`src/rtl/cpu_pkg.sv`:
```
// Shared fetch-stage types and defaults for the FDE CPU.
package cpu_pkg;

    localparam int unsigned CPU_ADDR_W = 12;
    localparam int unsigned CPU_DATA_W = 32;
    localparam logic [CPU_ADDR_W-1:0] CPU_RESET_PC = '0;

    typedef enum logic [0:0] {
        RUN    = 1'b0,
        BUBBLE = 1'b1
    } fetch_state_e;

    typedef struct packed {
        logic [CPU_DATA_W-1:0] instr;
        logic [CPU_ADDR_W-1:0] pc;
    } fetch_word;

endpackage

```
`src/rtl/fetch_skid_buf.sv`:
```
// Two-entry in-order buffer: output register plus skid, with flush.
module fetch_skid_buf
    import cpu_pkg::*;
#(
    parameter type word_t = fetch_word
) (
    input  logic  clk,
    input  logic  reset,
    input  logic  i_flush,
    input  logic  i_in_vld,
    input  word_t i_in_word,
    input  logic  i_pop,
    output logic  o_out_vld,
    output word_t o_out_word,
    output logic  o_skid_vld
);

    logic  out_vld_q, out_vld_d;
    word_t out_word_q, out_word_d;
    logic  skid_vld_q, skid_vld_d;
    word_t skid_word_q, skid_word_d;

    always_comb begin
        out_vld_d   = out_vld_q;
        out_word_d  = out_word_q;
        skid_vld_d  = skid_vld_q;
        skid_word_d = skid_word_q;
        if (i_flush) begin
            out_vld_d  = 1'b0;
            skid_vld_d = 1'b0;
        end else if (!out_vld_q || i_pop) begin
            // Skid drains first so an arrival never overtakes an older word.
            if (skid_vld_q) begin
                out_vld_d   = 1'b1;
                out_word_d  = skid_word_q;
                skid_vld_d  = i_in_vld;
                skid_word_d = i_in_word;
            end else begin
                out_vld_d  = i_in_vld;
                out_word_d = i_in_vld ? i_in_word : out_word_q;
            end
        end else if (i_in_vld) begin
            skid_vld_d  = 1'b1;
            skid_word_d = i_in_word;
        end
    end

    always_ff @(posedge clk or negedge reset) begin
        if (!reset) begin
            out_vld_q   <= 1'b0;
            out_word_q  <= '0;
            skid_vld_q  <= 1'b0;
            skid_word_q <= '0;
        end else begin
            out_vld_q   <= out_vld_d;
            out_word_q  <= out_word_d;
            skid_vld_q  <= skid_vld_d;
            skid_word_q <= skid_word_d;
        end
    end

    assign o_out_vld  = out_vld_q;
    assign o_out_word = out_word_q;
    assign o_skid_vld = skid_vld_q;

endmodule

```
`src/rtl/fetch_unit.sv`:
```
// Fetch stage: PC/issue control, redirect bubble, and 2-entry output queue.
// Optional FETCH_PERF_CNT_EN adds fetch and stall counters.
module fetch_unit
    import cpu_pkg::*;
#(
    parameter int unsigned ADDR_W = CPU_ADDR_W,
    parameter int unsigned DATA_W = CPU_DATA_W,
    parameter logic [ADDR_W-1:0] RESET_PC = ADDR_W'(CPU_RESET_PC)
) (
    input  logic              clk,
    input  logic              reset,
    output logic [ADDR_W-1:0] o_imem_addr,
    input  logic [DATA_W-1:0] i_imem_data,
    input  logic              i_redirect,
    input  logic [ADDR_W-1:0] i_redirect_pc,
    input  logic              i_ready,
    output logic              o_valid,
    output logic [DATA_W-1:0] o_instr,
    output logic [ADDR_W-1:0] o_pc
`ifdef FETCH_PERF_CNT_EN
   ,output logic [31:0]       o_fetch_cnt,
    output logic [31:0]       o_stall_cnt
`endif
);

    typedef struct packed {
        logic [DATA_W-1:0] instr;
        logic [ADDR_W-1:0] pc;
    } word_t;

    fetch_state_e      state_q, state_d;
    logic [ADDR_W-1:0] fetch_pc_q, fetch_pc_d;
    logic              inflight_vld_q, inflight_vld_d;
    logic [ADDR_W-1:0] inflight_pc_q, inflight_pc_d;

    logic       skid_vld;
    logic       pop;
    logic [1:0] occ;
    logic       issue;
    word_t      in_word;
    word_t      out_word;

    assign pop = o_valid & i_ready;
    assign occ = {1'b0, o_valid} + {1'b0, skid_vld} + {1'b0, inflight_vld_q};

    always_comb begin
        state_d        = state_q;
        fetch_pc_d     = fetch_pc_q;
        inflight_vld_d = 1'b0;
        inflight_pc_d  = inflight_pc_q;
        issue          = 1'b0;
        if (i_redirect) begin
            state_d    = BUBBLE;
            fetch_pc_d = i_redirect_pc;
        end else begin
            case (state_q)
                RUN: begin
                    // Issue only if the word can land somewhere once it returns.
                    issue = (occ - {1'b0, pop}) <= 2'd1;
                    if (issue) begin
                        inflight_vld_d = 1'b1;
                        inflight_pc_d  = fetch_pc_q;
                        fetch_pc_d     = fetch_pc_q + 1'b1;
                    end
                end
                BUBBLE:  state_d = RUN;
                default: state_d = RUN;
            endcase
        end
    end

    always_ff @(posedge clk or negedge reset) begin
        if (!reset) begin
            state_q        <= RUN;
            fetch_pc_q     <= RESET_PC;
            inflight_vld_q <= 1'b0;
            inflight_pc_q  <= '0;
        end else begin
            state_q        <= state_d;
            fetch_pc_q     <= fetch_pc_d;
            inflight_vld_q <= inflight_vld_d;
            inflight_pc_q  <= inflight_pc_d;
        end
    end

    assign in_word = '{instr: i_imem_data, pc: inflight_pc_q};

    fetch_skid_buf #(
        .word_t (word_t)
    ) u_skid_buf (
        .clk        (clk),
        .reset      (reset),
        .i_flush    (i_redirect),
        .i_in_vld   (inflight_vld_q),
        .i_in_word  (in_word),
        .i_pop      (pop),
        .o_out_vld  (o_valid),
        .o_out_word (out_word),
        .o_skid_vld (skid_vld)
    );

    assign o_imem_addr = fetch_pc_q;
    assign o_instr     = out_word.instr;
    assign o_pc        = out_word.pc;

`ifdef FETCH_PERF_CNT_EN
    logic [31:0] fetch_cnt_q, fetch_cnt_d;
    logic [31:0] stall_cnt_q, stall_cnt_d;

    always_comb begin
        fetch_cnt_d = fetch_cnt_q + {31'd0, pop};
        stall_cnt_d = stall_cnt_q + {31'd0, o_valid & ~i_ready};
    end

    always_ff @(posedge clk or negedge reset) begin
        if (!reset) begin
            fetch_cnt_q <= '0;
            stall_cnt_q <= '0;
        end else begin
            fetch_cnt_q <= fetch_cnt_d;
            stall_cnt_q <= stall_cnt_d;
        end
    end

    assign o_fetch_cnt = fetch_cnt_q;
    assign o_stall_cnt = stall_cnt_q;
`endif

endmodule

```
`config.mk`:
```
export PLATFORM = sky130hd
export DESIGN_NAME = fetch_unit
export DESIGN_NICKNAME = d
export VERILOG_FILES = /design/src/rtl/cpu_pkg.sv /design/src/rtl/fetch_skid_buf.sv /design/src/rtl/fetch_unit.sv
export SDC_FILE = /design/constraint.sdc
export NUM_CORES = 1
export LEC_CHECK = 0
export ABC_AREA = 0
export CORE_MARGIN = 3
export CORE_UTILIZATION = 40
export CTS_CLUSTER_DIAMETER = 60
export CTS_CLUSTER_SIZE = 28
export DETAILED_ROUTE_END_ITERATION = 6
export HOLD_SLACK_MARGIN = 0.08
export PLACE_DENSITY_LB_ADDON = 0.08
export REMOVE_ABC_BUFFERS = 1
export SLEW_MARGIN = 30
export SYNTH_ARGS = -nofsm -noshare
export SYNTH_HDL_FRONTEND = slang
export SYNTH_HIERARCHICAL = 1
export SYNTH_SLANG_ARGS = --single-unit
```
`constraint.sdc`:
```
create_clock -name clk -period 2.7 [get_ports clk]
set_input_delay 0.405 -clock clk [delete_from_list [all_inputs] [get_ports clk]]
set_output_delay 0.405 -clock clk [all_outputs]
set_load 0.01 [all_outputs]
```
==> metrics.txt <==
# TYPE chip_impl_metric gauge
chip_impl_info{name="outcome",value="complete, no violations"} 1
chip_impl_metric{name="die_area",unit="µm²"} 14460
chip_impl_metric{name="timing.clock.skew",unit="ns"} 0.004784
chip_impl_metric{name="muxShareOfSynthArea",unit="%"} 32.06
chip_impl_metric{name="synth_simple_gate_area_share",unit="%"} 5.175
chip_impl_metric{name="final_core_util",unit="%"} 56.17
chip_impl_metric{name="cts_h_tree_depth",unit=""} 4
chip_impl_metric{name="detailedPlacementHpwl",unit="µm"} 7047
chip_impl_info{name="cts.root.buffer_cell",value="sky130_fd_sc_hd__clkbuf_16"} 1
chip_impl_info{name="category_of_the_worst_setup_path_launch_point",value="flip-flop"} 1
chip_impl_info{name="crit_type",value="flip-flop to flip-flop"} 1
chip_impl_metric{name="start_util",unit="%"} 41.22
chip_impl_info{name="rsz0062_at_grt",value="false"} 1
chip_impl_metric{name="io_pins",unit=""} 105
chip_impl_info{name="slowest_stage",value="sky130_fd_sc_hd__or4b_1"} 1
chip_impl_metric{name="synth_adder_area_share",unit="%"} 0.7187
chip_impl_metric{name="cellPowerDensity",unit="nW/µm²"} 900.5
chip_impl_metric{name="route.detailed.vias_per_inst",unit=""} 4.940
chip_impl_metric{name="num_antenna_cells",unit=""} 0
chip_impl_metric{name="first_global_vias",unit=""} 3548
chip_impl_metric{name="route.detailed.drc",unit=""} 0
chip_impl_metric{name="hold_viol_final",unit=""} 0
chip_impl_metric{name="final_setup_violation_count",unit=""} 0
chip_impl_metric{name="p_leak",unit="nW"} 2.979
chip_impl_info{name="tritoncts",value="done"} 1
chip_impl_info{name="dominantRegCellSynth",value="sky130_fd_sc_hd__dfrtp_1"} 1
chip_impl_metric{name="maximum_number_of_pins_on_one_net_before_global_route_repair",unit=""} 47
chip_impl_info{name="min-delay-path-class",value="flip-flop to flip-flop"} 1
chip_impl_metric{name="critical_path_required",unit="ns"} 3.02
chip_impl_info{name="synth_largest_area_cell",value="sky130_fd_sc_hd__dfrtp_1"} 1
chip_impl_metric{name="via_count",unit=""} 3300
chip_impl_metric{name="final_layout_size_suffix_gt1_share",unit="%"} 17.74
chip_impl_metric{name="wl",unit="µm"} 10670
chip_impl_metric{name="reg2reg_depth",unit=""} 9
chip_impl_metric{name="place.gp.congestion",unit=""} 0.8221
chip_impl_metric{name="synth-compound-area-share",unit="%"} 3.570
chip_impl_metric{name="core_area",unit="µm²"} 12670
chip_impl_metric{name="min_delay_path_depth",unit=""} 1
chip_impl_metric{name="clock_sink_count",unit=""} 116
chip_impl_info{name="synth.top_cells.by_count",value="sky130_fd_sc_hd__dfrtp_1, sky130_fd_sc_hd__mux2_1, sky130_fd_sc_hd__mux2_2"} 1
chip_impl_metric{name="path_clk_slew",unit="ns"} 0.05
chip_impl_metric{name="critPathMaxFanout",unit=""} 6
chip_impl_metric{name="globalRoute.totalOverflow",unit=""} 0
chip_impl_metric{name="number_of_antenna_violations_at_the_first_check_in_global_routing",unit=""} 0
chip_impl_metric{name="count_of_state_elements_after_synthesis",unit=""} 116
chip_impl_metric{name="seq_area_frac_synth",unit="%"} 55.58
chip_impl_metric{name="layout_setup_ws",unit="ns"} 0.1928
chip_impl_metric{name="area_delta_synth_final",unit="%"} 36.27
chip_impl_metric{name="synth-xor-area-share",unit="%"} 0.3354
chip_impl_metric{name="irDropWorstVdd",unit="mV"} 0.3849
chip_impl_metric{name="fp-row-count",unit=""} 41
chip_impl_info{name="critical_path.cell_chain",value="and2_1 > ha_1 > inv_1 > ha_1 > a21oi_2 > buf_4 > mux2i_4 > or4b_1 > a31oi_1"} 1
chip_impl_metric{name="clock_latency",unit="ns"} 0.40
chip_impl_metric{name="post_synth_cell_types",unit=""} 41
chip_impl_metric{name="maxSlewHeadroom",unit="%"} 52.19
chip_impl_metric{name="routedWlPerCell",unit="µm"} 15.97
chip_impl_metric{name="dp_slack",unit="ns"} -0.1315
chip_impl_metric{name="finalCriticalPeriod",unit="ns"} 2.507
chip_impl_metric{name="yosys.area.top_type_share",unit="%"} 55.58
chip_impl_metric{name="global_route.usage.total",unit="%"} 16.09
chip_impl_metric{name="synthesis.area",unit="µm²"} 5223
chip_impl_metric{name="p_total",unit="mW"} 6.409
chip_impl_metric{name="fmax",unit="GHz"} 0.3988
chip_impl_metric{name="final.fill_count",unit=""} 1090
chip_impl_metric{name="detailedRoute.firstPassIterationCount",unit=""} 5
chip_impl_info{name="setup.worst_path.end_class",value="flip-flop"} 1
chip_impl_metric{name="ctsLongestPathBuffers",unit=""} 2
chip_impl_metric{name="slew_violations",unit=""} 0
chip_impl_metric{name="syn_area_per_cell",unit="µm²"} 14.43
chip_impl_info{name="post-synth-top-count-cell",value="sky130_fd_sc_hd__dfrtp_1"} 1
chip_impl_metric{name="ant_nets",unit=""} 0
chip_impl_metric{name="maximum_cell_stage_delay_along_the_critical_path",unit="ns"} 0.46
chip_impl_metric{name="synth_warnings",unit=""} 6
chip_impl_metric{name="max_cap_viol_count",unit=""} 0
chip_impl_metric{name="timing.reg2reg.setup_slack",unit="ns"} 0.19
chip_impl_info{name="synth.area.top_cells",value="sky130_fd_sc_hd__dfrtp_1, sky130_fd_sc_hd__mux2_1, sky130_fd_sc_hd__mux2_2"} 1
chip_impl_metric{name="netlist_instances",unit=""} 362
chip_impl_metric{name="drt-initial-drc-count",unit=""} 174
chip_impl_info{name="critical-path-top-cell-by-count",value="sky130_fd_sc_hd__ha_1"} 1
chip_impl_metric{name="number_of_enable_flip_flop_cells_after_synthesis",unit=""} 0
chip_impl_metric{name="fin_worst_hold_slack",unit="ns"} 0.4799
chip_impl_metric{name="async_reset_ff_share",unit="%"} 100.0
chip_impl_metric{name="die_height",unit="µm"} 120.3
chip_impl_metric{name="share_of_the_clock_period_used_by_the_worst_path",unit="%"} 92.86
chip_impl_metric{name="arrival",unit="ns"} 2.83
chip_impl_info{name="synth_top_family_by_area",value="multiplexers"} 1
chip_impl_metric{name="first_pass_grt_wire_length",unit="µm"} 18130
chip_impl_metric{name="chipWidth",unit="µm"} 120.3
chip_impl_metric{name="final_net_count",unit=""} 536
chip_impl_metric{name="io_buffers",unit=""} 104
chip_impl_metric{name="tritoncts.num_buffers",unit=""} 17
chip_impl_metric{name="worst_pin_slew",unit="ns"} 0.7171
worst max-delay path, delay by kind of cell, from the launching register on:
family          cells  cell delay (ns)
compound gates      2             0.35
fa+ha+maj           2             0.55
buf+inv             2             0.19
flops               1             0.43
mux                 1             0.25
simple gates        2             0.66
stage by stage:
step                      cells  area, µm²  setup TNS [ns]
final                       668       7117               0
after global routing        668       7117               0
after CTS                   668       7117               0
after detailed placement    637       6528         -0.8949
after global placement      637       6528         -0.5850
after floorplan             345       5115          -43.82
cell families after synthesis:
group           after synthesis
fa+ha+maj                     3
xor+xnor                      2
simple gates                 44
compound gates               25
mux                         148
buf+inv                      24
flops                       116
flip-flops by register name (all words and copies together) (netlist names):
register / flops
state_q: 1
inflight_pc_q: 12
o_imem_addr: 12
u_skid_buf/skid_word_q: 44
inflight_vld_q: 1
u_skid_buf/o_skid_vld: 1
u_skid_buf/o_out_vld: 1
u_skid_buf/o_out_word: 44
path summary, 6_finish.rpt:
check | startpoint | to
max | u_skid_buf/o_out_vld | o_imem_addr[10]
min | u_skid_buf/o_out_word[10] | u_skid_buf/o_out_word[10]
max reg2reg | u_skid_buf/o_out_vld | o_imem_addr[10]
min reg2reg | u_skid_buf/o_out_word[10] | u_skid_buf/o_out_word[10]
max in group asynchronous | reset | inflight_pc_q[2]
min in group asynchronous | reset | u_skid_buf/o_out_word[35]
final cells by class:
cell class                 count  area (µm²)  share of cell area [%]
clock inverter                 4       70.07                  0.9845
tap                          172       215.2                   3.024
clock buffer                  26       509.2                   7.155
multi-input combinational    222        2186                   30.71
timing repair buffer         121        1206                   16.95
inverter                       7       26.28                  0.3692
sequential                   116        2904                   40.81
where the power goes:
group          total, mW  switching (mW)  internal (mW)
Combinational       1.55           0.560          0.987
Clock               2.18           0.710           1.47
Sequential          2.69           0.324           2.36
Total               6.41            1.59           4.81
timing repair:
| item | CTS | global route |
|---|---|---|
| hold buffers | 1 | 0 |
| setup buffers | 0 | 0 |
| resized for setup | 0 | 0 |
| endpoints found under the hold margin | 39 | 0 |
cell usage in the layout, fill, tap and decap left out, drive strengths merged, types with 4 or more instances in the layout:
cell           instances
mux2                 144
dfrtp                116
clkdlybuf4s50        103
clkbuf                26
buf                   17
nor2                   9
nand2                  8
inv                    7
a31oi                  7
o21ai                  5
nand2b                 4
mux2i                  4
metal layers:
layer / track usage [%] / vias up / part of all wire (%)
li1: - / 1572 / -
met1: 20.95 / 1642 / 47
met2: 25.15 / 75 / 47
met3: 5.426 / 11 / 4.9
met4: 5.807 / 0 / 1.1
met5: 0 / - / 0
Note: power is estimated with default switching activity, not from simulation.
